[src/rtl/pf_ddr4_dqs_dly_trainer.sv]
// pf_ddr4_dqs_dly_trainer
// Multi-lane read-DQS delay-line trainer. Sweeps every tap of each lane, finds
// the widest passing eye window and parks the lane at its centre.
// Optional feature: define PF_DDR4_DQS_TRAIN_RETRY_EN to re-sweep a failing
// lane once before flagging it.
module pf_ddr4_dqs_dly_trainer #(
    parameter int unsigned NUM_LANES     = 2,
    parameter int unsigned TAP_BITS      = 7,
    parameter int unsigned SETTLE_CYCLES = 4,
    parameter int unsigned MIN_WINDOW    = 8
) (
    input  logic                          FAB_CLK,
    input  logic                          ARST_N,
    input  logic                          START,
    input  logic [NUM_LANES-1:0]          EYE_MONITOR_EARLY,
    input  logic [NUM_LANES-1:0]          EYE_MONITOR_LATE,
    input  logic [NUM_LANES-1:0]          DELAY_LINE_OUT_OF_RANGE,
    output logic [NUM_LANES-1:0]          DELAY_LINE_LOAD,
    output logic [NUM_LANES-1:0]          DELAY_LINE_MOVE,
    output logic [NUM_LANES-1:0]          DELAY_LINE_DIRECTION,
    output logic [NUM_LANES-1:0]          EYE_MONITOR_CLEAR_FLAGS,
    output logic                          BUSY,
    output logic                          DONE,
    output logic [NUM_LANES-1:0]          FAIL_LANES,
    output logic [NUM_LANES*TAP_BITS-1:0] TAP_OUT
);

    localparam int unsigned LANE_W = (NUM_LANES > 1) ? $clog2(NUM_LANES) : 1;
    localparam int unsigned SET_W  = (SETTLE_CYCLES > 1) ? $clog2(SETTLE_CYCLES) : 1;
    localparam logic [TAP_BITS-1:0] TAP_MAX     = '1;
    localparam logic [LANE_W-1:0]   LAST_LANE   = LANE_W'(NUM_LANES - 1);
    localparam logic [SET_W-1:0]    SETTLE_LAST = SET_W'(SETTLE_CYCLES - 1);
    localparam logic [TAP_BITS:0]   MIN_WIN     = (TAP_BITS + 1)'(MIN_WINDOW);

    typedef enum logic [3:0] {
        S_IDLE, S_LOAD, S_CLEAR, S_SETTLE, S_SAMPLE, S_MOVE,
        S_CALC, S_RELOAD, S_POSITION, S_NEXT, S_DONE
    } state_t;

    state_t                      state_q;
    logic [LANE_W-1:0]           lane_q;
    logic [TAP_BITS-1:0]         tap_q;
    logic [TAP_BITS:0]           run_len_q;
    logic [TAP_BITS-1:0]         run_start_q;
    logic [TAP_BITS:0]           best_len_q;
    logic [TAP_BITS-1:0]         best_start_q;
    logic [SET_W-1:0]            settle_q;
    logic [TAP_BITS-1:0]         target_q;
    logic [TAP_BITS-1:0]         pos_rem_q;
    logic                        pos_phase_q;
    logic [NUM_LANES-1:0]        load_q, move_q, dir_q, clr_q, fail_q;
    logic                        busy_q, done_q;
    logic [NUM_LANES*TAP_BITS-1:0] tap_out_q;
`ifdef PF_DDR4_DQS_TRAIN_RETRY_EN
    logic                        retry_q;
`endif

    logic [NUM_LANES-1:0]        lane_oh_d;
    logic                        pass_d, sweep_end_d, run_closes_d;
    logic [TAP_BITS:0]           run_len_d;
    logic [TAP_BITS-1:0]         run_start_d;
    logic [TAP_BITS-1:0]         target_d;

    // Per-tap evaluation of the current lane's flags and window candidate
    always_comb begin
        lane_oh_d    = NUM_LANES'(1) << lane_q;
        pass_d       = ~|((EYE_MONITOR_EARLY | EYE_MONITOR_LATE | DELAY_LINE_OUT_OF_RANGE) & lane_oh_d);
        sweep_end_d  = (|(DELAY_LINE_OUT_OF_RANGE & lane_oh_d)) || (tap_q == TAP_MAX);
        run_len_d    = pass_d ? run_len_q + 1'b1 : run_len_q;
        run_start_d  = (pass_d && run_len_q == '0) ? tap_q : run_start_q;
        run_closes_d = !pass_d || sweep_end_d;
        target_d     = best_start_q + TAP_BITS'(best_len_q >> 1);
    end

    // Training FSM with registered outputs
    always_ff @(posedge FAB_CLK or negedge ARST_N) begin
        if (!ARST_N) begin
            state_q      <= S_IDLE;
            lane_q       <= '0;
            tap_q        <= '0;
            run_len_q    <= '0;
            run_start_q  <= '0;
            best_len_q   <= '0;
            best_start_q <= '0;
            settle_q     <= '0;
            target_q     <= '0;
            pos_rem_q    <= '0;
            pos_phase_q  <= 1'b0;
            load_q       <= '0;
            move_q       <= '0;
            dir_q        <= '0;
            clr_q        <= '0;
            fail_q       <= '0;
            busy_q       <= 1'b0;
            done_q       <= 1'b0;
            tap_out_q    <= '0;
`ifdef PF_DDR4_DQS_TRAIN_RETRY_EN
            retry_q      <= 1'b0;
`endif
        end else begin
            load_q <= '0;
            move_q <= '0;
            dir_q  <= '0;
            clr_q  <= '0;
            unique case (state_q)
                S_IDLE: begin
                    if (START) begin
                        state_q   <= S_LOAD;
                        lane_q    <= '0;
                        busy_q    <= 1'b1;
                        done_q    <= 1'b0;
                        fail_q    <= '0;
                        tap_out_q <= '0;
                        load_q    <= NUM_LANES'(1);
`ifdef PF_DDR4_DQS_TRAIN_RETRY_EN
                        retry_q   <= 1'b0;
`endif
                    end
                end
                S_LOAD: begin
                    tap_q        <= '0;
                    run_len_q    <= '0;
                    run_start_q  <= '0;
                    best_len_q   <= '0;
                    best_start_q <= '0;
                    clr_q        <= lane_oh_d;
                    state_q      <= S_CLEAR;
                end
                S_CLEAR: begin
                    settle_q <= '0;
                    state_q  <= S_SETTLE;
                end
                S_SETTLE: begin
                    if (settle_q == SETTLE_LAST) state_q <= S_SAMPLE;
                    else                         settle_q <= settle_q + 1'b1;
                end
                S_SAMPLE: begin
                    run_len_q   <= pass_d ? run_len_d : '0;
                    run_start_q <= run_start_d;
                    if (run_closes_d && run_len_d > best_len_q) begin
                        best_len_q   <= run_len_d;
                        best_start_q <= run_start_d;
                    end
                    if (sweep_end_d) begin
                        state_q <= S_CALC;
                    end else begin
                        move_q  <= lane_oh_d;
                        dir_q   <= lane_oh_d;
                        state_q <= S_MOVE;
                    end
                end
                S_MOVE: begin
                    tap_q   <= tap_q + 1'b1;
                    clr_q   <= lane_oh_d;
                    state_q <= S_CLEAR;
                end
                S_CALC: begin
                    if (best_len_q >= MIN_WIN) begin
                        target_q <= target_d;
                        load_q   <= lane_oh_d;
                        state_q  <= S_RELOAD;
                    end
`ifdef PF_DDR4_DQS_TRAIN_RETRY_EN
                    else if (!retry_q) begin
                        retry_q <= 1'b1;
                        load_q  <= lane_oh_d;
                        state_q <= S_LOAD;
                    end
`endif
                    else begin
                        fail_q   <= fail_q | lane_oh_d;
                        target_q <= '0;
                        load_q   <= lane_oh_d;
                        state_q  <= S_RELOAD;
                    end
                end
                S_RELOAD: begin
                    // First positioning pulse is launched here so POSITION lasts 2*target cycles
                    pos_rem_q   <= target_q - 1'b1;
                    pos_phase_q <= 1'b0;
                    if (target_q != '0) begin
                        move_q  <= lane_oh_d;
                        dir_q   <= lane_oh_d;
                        state_q <= S_POSITION;
                    end else begin
                        state_q <= S_NEXT;
                    end
                end
                S_POSITION: begin
                    if (!pos_phase_q) begin
                        pos_phase_q <= 1'b1;
                    end else if (pos_rem_q == '0) begin
                        state_q <= S_NEXT;
                    end else begin
                        move_q      <= lane_oh_d;
                        dir_q       <= lane_oh_d;
                        pos_rem_q   <= pos_rem_q - 1'b1;
                        pos_phase_q <= 1'b0;
                    end
                end
                S_NEXT: begin
                    for (int unsigned i = 0; i < NUM_LANES; i++) begin
                        if (LANE_W'(i) == lane_q) tap_out_q[i*TAP_BITS +: TAP_BITS] <= target_q;
                    end
                    if (lane_q == LAST_LANE) begin
                        done_q  <= 1'b1;
                        busy_q  <= 1'b0;
                        state_q <= S_DONE;
                    end else begin
                        lane_q  <= lane_q + 1'b1;
                        load_q  <= lane_oh_d << 1;
                        state_q <= S_LOAD;
`ifdef PF_DDR4_DQS_TRAIN_RETRY_EN
                        retry_q <= 1'b0;
`endif
                    end
                end
                S_DONE: begin
                    state_q <= S_IDLE;
                end
                default: begin
                    state_q <= S_IDLE;
                end
            endcase
        end
    end

    assign DELAY_LINE_LOAD         = load_q;
    assign DELAY_LINE_MOVE         = move_q;
    assign DELAY_LINE_DIRECTION    = dir_q;
    assign EYE_MONITOR_CLEAR_FLAGS = clr_q;
    assign BUSY                    = busy_q;
    assign DONE                    = done_q;
    assign FAIL_LANES              = fail_q;
    assign TAP_OUT                 = tap_out_q;

endmodule

[config.mk]
export PLATFORM = sky130hd
export DESIGN_NAME = pf_ddr4_dqs_dly_trainer
export DESIGN_NICKNAME = d
export VERILOG_FILES = /design/src/rtl/pf_ddr4_dqs_dly_trainer.sv
export SDC_FILE = /design/constraint.sdc
export NUM_CORES = 1
export LEC_CHECK = 0
export ABC_AREA = 0
export ABC_CLOCK_PERIOD_IN_PS = 4800
export CORE_UTILIZATION = 59
export DETAILED_ROUTE_END_ITERATION = 12
export PLACE_DENSITY_LB_ADDON = 0.05
export SYNTH_ARGS = -nofsm -noshare
export SYNTH_HDL_FRONTEND = slang
export SYNTH_SLANG_ARGS = --single-unit
export TNS_END_PERCENT = 20
[constraint.sdc]
create_clock -name FAB_CLK -period 4.8 [get_ports FAB_CLK]
set_clock_uncertainty 0.2 [all_clocks]
set_input_delay 0.72 -clock FAB_CLK [delete_from_list [all_inputs] [get_ports FAB_CLK]]
set_output_delay 0.72 -clock FAB_CLK [all_outputs]
set_load 0.005 [all_outputs]
==> results of run 1 <==
[sequential cells by signal, summed over array words and instances, names as in the netlist, 2 cells and up]
register / cells
tap_q: 7
TAP_OUT: 14
run_len_q: 8
best_len_q: 8
pos_rem_q: 7
DELAY_LINE_DIRECTION: 2
run_start_q: 7
settle_q: 2
best_start_q: 7
FAIL_LANES: 2
target_q: 7
state_q: 4
EYE_MONITOR_CLEAR_FLAGS: 2
DELAY_LINE_LOAD: 2
[report_power, final]
| group | switching, W | internal (W) | total [W] |
|---|---|---|---|
| clock network | 0.000251 | 0.000350 | 0.000601 |
| logic | 0.000251 | 0.000207 | 0.000458 |
| registers | 0.000136 | 0.000778 | 0.000914 |
[synthesized netlist by cell type, drive strengths merged (4+ instances only)]
library cell / count
o211ai: 4
xnor2: 7
ha: 20
nor4: 5
a211oi: 9
or4: 4
nand3: 15
nor2: 41
buf: 12
nand2: 42
nand2b: 7
a21oi: 27
o21ai: 44
inv: 22
mux2: 15
mux2i: 14
nor3: 10
nor4b: 4
clkbuf: 15
a21o: 7
o31ai: 7
a22o: 24
nand4: 4
or3: 4
xor2: 4
and3: 4
dfrtp: 83
[routing by layer]
| layer | up-vias | track usage, % |
|---|---|---|
| li1 | 1793 | - |
| met1 | 1787 | 36.46 |
| met2 | 85 | 43.37 |
| met3 | 10 | 4.020 |
| met4 | 0 | 9.921 |
| met5 | - | 0 |
[worst paths after layout]
path                                            startpoint                                end  cells past startpoint
worst max-delay path            DELAY_LINE_OUT_OF_RANGE[0]          best_len_q[6]$_DFFE_PN0P_                     11
worst min-delay path                TAP_OUT[8]$_DFFE_PN0P_             TAP_OUT[8]$_DFFE_PN0P_                      2
worst max register to register          lane_q$_DFFE_PN0P_          best_len_q[6]$_DFFE_PN0P_                     10
worst min register to register      TAP_OUT[8]$_DFFE_PN0P_             TAP_OUT[8]$_DFFE_PN0P_                      2
max in group asynchronous                           ARST_N  DELAY_LINE_DIRECTION[0]$_DFF_PN0_                      1
min in group asynchronous                           ARST_N                   DONE$_DFFE_PN0P_                      1
[stage by stage]
step | total power (W) | area [um^2] | cells
after detailed placement | 0.001384 | 5041 | 594
after global placement | 0.001368 | 5041 | 594
after floorplan | 0.001237 | 4690 | 482
after CTS | 0.001981 | 5288 | 610
after global routing | 0.002079 | 5288 | 610
final | 0.001973 | 5288 | 610
[cell type report]
class | count | area, um^2 | area share (%)
Multi-Input combinational cell | 350 | 2394 | 45.27
Inverter | 22 | 82.58 | 1.562
Clock buffer | 13 | 178.9 | 3.384
Clock inverter | 3 | 67.56 | 1.278
Tap cell | 102 | 127.6 | 2.414
Sequential cell | 83 | 2077 | 39.28
Timing Repair Buffer | 37 | 360.3 | 6.815
[cell families (layout without fill, tap and decap cells)]
kind of cell             Yosys count  after routing
AND/OR/NAND/NOR                  149            149
buffers and inverters             49             75
XOR/XNOR                          11             11
flip-flops                        83             83
adder cells (fa/ha/maj)           21             21
multiplexers                      29             29
AO/OA/AOI/OAI                    140            140
[critical path, stage by stage]
cell and delay, ns:
clkdlybuf4s50_1 0.45, nor4_4 0.47, nor2_2 0.17, or4_1 0.55
nand2_1 0.11, ha_1 0.17, nand4_1 0.15, or3_1 0.41
a22oi_2 0.18, buf_4 0.25, mux2_2 0.36
==> metrics.txt, run 1 <==
pwr dens=373.2 nW/um^2; Tot GR Track Use=26.73%; initial core utilization=61.00%; unrepaired setup endpoints after global routing=no; Min Hold Slack=0.2818 ns; Post-synth EDFFs=0; DP HPWL=7289 um; Synth area leader=dfrtp_1; Die H=91.16 um; CTS HTree Levels=3; Worst-path clk slew=0.08 ns; Synth Area in Adders=5.763%; Synth top area share=44.29%; initial antenna violation count=0; Avg Cell Area, Syn=9.729 um^2; slack of the critical path=0.8235 ns; Critical Path Sink Type=flip-flop; num rows=32; CTS Buf Count=9; core area=7687 um^2; GP Congestion=0.8450; starting DRC count in detailed routing=217; min-delay worst type=flip-flop to flip-flop; Post-CTS Setup Bufs=0; die width=91.16 um; Final Max Tran Viols=0; cells after synthesis=482; CTS tree=yes; Slew @ Worst Pin=1.070 ns; die area=8309 um^2; largest family of logic cells by synthesized area=compound AO/OA/AOI/OAI gates; XOR/XNOR Fraction of Synth Area=2.054%; post-synthesis simple-gate area fraction=16.78%; Yosys reg bits=83; first-pass GRT wire length=17270 um; # resized after CTS=0; Root Driver=clkbuf_8; final net count=533; latest clock arrival within the worst-skew pair=0.36 ns; routed wl met2=5028 um; share of cells above drive strength 1=9.055%; # IOs=35; most frequent cells in the layout=83 x dfrtp_1, 42 x o21ai_0, 42 x nand2_1; pin count of the biggest net entering global routing=84; Placement Setup Slack=0.4703 ns; CTS sink count=83; post-layout util=68.78%; P_leak=2.361 nW; top sig layer=met4; wl on met1=4730 um; met3 routed WL=403 um; Period minus WS final=3.977 ns; slew margin rel.=28.39%; WP data arrival=4.01 ns; Buffers on Ports=34; status=completed; post-DR vias/cell=6.025; GR Overflow Total=0; Final ANT Viol Nets=0; P&R area growth vs syn=12.75%; worst endpoint required time=4.84 ns; routed wire length per instance=16.88 um; register area share after synthesis=44.29%; R2R Setup Slk=1.16 ns; Fill cells=630; cts-stage hold buffer count=0; synth warn=0; Post-synth ARST share=100.0%; CTS Buffer Depth=2; max-cap violation count=0; setup TNS=0 ns; post-synthesis mux area share=6.590%; Startpoint Class=primary input; post-synthesis instance area=4689 um^2; Syn Nets=512; WL final=10290 um; ant diodes=0; setup violators final=0; final hold viol count=0; fmax=0.2515 GHz; Max IR drop VDD=0.2015 mV; vias in the first global route=3439; Worst Path Max Fanout=15; DRT Pass-1 Iters=4; Vias=3675; DRC Markers=0; CP Class=primary input to flip-flop; Area contributors post-synth=dfrtp_1 44%, ha_1 5.3%, o21ai_0 4.5%; Synth cell types=60; Final Cycle Share=82.84%; commonest non-fill, non-tap cell in the layout=dfrtp_1; Synth Area in Compound Gates=19.85%; Most used DFF post-synth=dfrtp_1
(Power assumes the default switching activity.)
==> run 2: changes to the inputs <==
Settings changed: ABC_CLOCK_PERIOD_IN_PS 4800 to 4100.
Clock period 4.8 ns to 4.1 ns, I/O delays scaled along.
==> run 2 against run 1 <==
Critical path depth grew 1. Count of clock-buffer cells in the layout shrank 4. Largest cell class unchanged. Final cell count grew 0.66%.
==> metrics.txt, run 2 (synthesis gave the netlist of run 1 again) <==
status=completed; CTS sink count=83; fmax=0.2724 GHz; Slew @ Worst Pin=1.018 ns; CTS Buf Count=9; Post-CTS Setup Bufs=0; DRC Markers=0; first-pass GRT wire length=16640 um; CTS HTree Levels=3; switching part of the total=35.38%; DP HPWL=7118 um; Die H=91.16 um; Reg power frac=49.9%; max-cap violation count=0; min-delay worst type=primary input to asynchronous set/reset pin; final net count=537; CP Class=primary input to flip-flop; pin count of the biggest net entering global routing=84; WL final=9959 um; WP data arrival=3.72 ns; met3 routed WL=401 um; initial antenna violation count=0; Max IR drop VDD=0.2240 mV; worst reg-to-reg path cell count=11; CTS tree=yes; internal cell power=0.001387 W; Tot GR Track Use=25.35%; # IOs=35; worst endpoint required time=4.14 ns; core area=7687 um^2; P&R area growth vs syn=12.17%; reg2reg end=best_len_q[7]$_DFFE_PN0P_; Placement Setup Slack=0.06650 ns; DRT Pass-1 Iters=4; ant diodes=0; Final Max Tran Viols=0; share of cells above drive strength 1=9.766%; commonest non-fill, non-tap cell in the layout=dfrtp_1; P_leak=2.341 nW; Buffers on Ports=34; Root Driver=clkbuf_8; Critical Path Sink Type=flip-flop; R2R Setup Slk=0.67 ns; slew margin rel.=32.11%; routed wire length per instance=16.22 um; Clock power frac=24.8%; # resized after CTS=0; GP Congestion=0.8554; CTS Buffer Depth=2; cts-stage hold buffer count=0; routed wl met2=4808 um; initial core utilization=61.00%; Worst Path Max Fanout=15; r2r startpoint=lane_q$_DFFE_PN0P_; latest clock arrival within the worst-skew pair=0.36 ns; Period minus WS final=3.671 ns; most frequent cells in the layout=83 x dfrtp_1, 42 x o21ai_0, 42 x nand2_1; vias in the first global route=3364; Final Cycle Share=89.53%; NetSw=0.0007595 W; number of flip-flops in the largest register=14; Vias=3708; Worst-path clk slew=0.09 ns; GR Overflow Total=0; top sig layer=met4; Final ANT Viol Nets=0; wl on met1=4569 um; Logic pwr share=25.3%; final hold viol count=0; setup violators final=0; die area=8309 um^2; starting DRC count in detailed routing=247; post-DR vias/cell=6.039; die width=91.16 um; num rows=32; unrepaired setup endpoints after global routing=no; pwr dens=408.1 nW/um^2; setup TNS=0 ns; slack of the critical path=0.4293 ns; Startpoint Class=primary input
-- run 2: cell types whose count changed in the layout (fill, tap and decap cells not counted), moves of 2 or more --
cell	change
buf_4	+3
inv_6	+2
clkbuf_8	-4
bufinv_16	-2
clkinvlp_4	+3
-- run 2: metrics by stage --
step	hold slack [ns]	utilization [%]	std cells	power, W	area (um^2)
after global placement	0.2619	66.13	598	0.001612	5084
after CTS	0.2714	68.42	614	0.002161	5260
after detailed placement	0.2705	66.13	598	0.001629	5084
final	0.2396	68.42	614	0.002147	5260
after floorplan	0.1194	-	482	0.001448	4690
after global routing	0.3122	68.42	614	0.002264	5260
-- run 2: power by group through the flow --
stage                     registers (W)  clock network (W)  logic (W)
after floorplan                0.000991                  0   0.000457
after global placement          0.00108                  0   0.000532
after detailed placement        0.00109                  0   0.000543
after CTS                       0.00107           0.000547   0.000546
after global routing            0.00109           0.000576   0.000597
final                           0.00107           0.000532   0.000542
-- run 2: critical path, cell delays in order --
cell and delay, ns:
clkdlybuf4s50_1 0.46, nor4b_4 0.33, buf_4 0.19, o211ai_1 0.10
xor2_1 0.30, inv_1 0.08, ha_1 0.30, nand4_1 0.15
or3_1 0.43, a22oi_2 0.24, buf_12 0.18, mux2_2 0.34
-- run 2: worst max-delay path by stage --
stage / start / endpoint / slack, ns / cells past startpoint
floorplan: DELAY_LINE_OUT_OF_RANGE[0] / best_len_q[0]$_DFFE_PN0P_ / 0.50 / 10
global placement: DELAY_LINE_OUT_OF_RANGE[0] / best_start_q[2]$_DFFE_PN0P_ / 0.16 / 11
detailed placement: DELAY_LINE_OUT_OF_RANGE[1] / best_start_q[2]$_DFFE_PN0P_ / 0.07 / 11
CTS: DELAY_LINE_OUT_OF_RANGE[1] / best_start_q[2]$_DFFE_PN0P_ / 0.45 / 11
global route: DELAY_LINE_OUT_OF_RANGE[0] / best_len_q[7]$_DFFE_PN0P_ / 0.20 / 12
finish: DELAY_LINE_OUT_OF_RANGE[1] / best_len_q[7]$_DFFE_PN0P_ / 0.43 / 12
-- run 2: cell type report --
cell class                 count  area (um^2)
multi-input combinational    350         2394
clock buffer                   9        123.9
tap                          102        127.6
sequential                    83         2077
fill                         626         2427
clock inverter                 7        52.55
inverter                      22        82.58
timing repair buffer          41        402.9
-- run 2: metal layers --
layer  vias up  GRT usage (%)
li1       1810              -
met1      1792          35.40
met2        92          40.85
met3        14          2.596
met4         0          10.05
met5         -              0
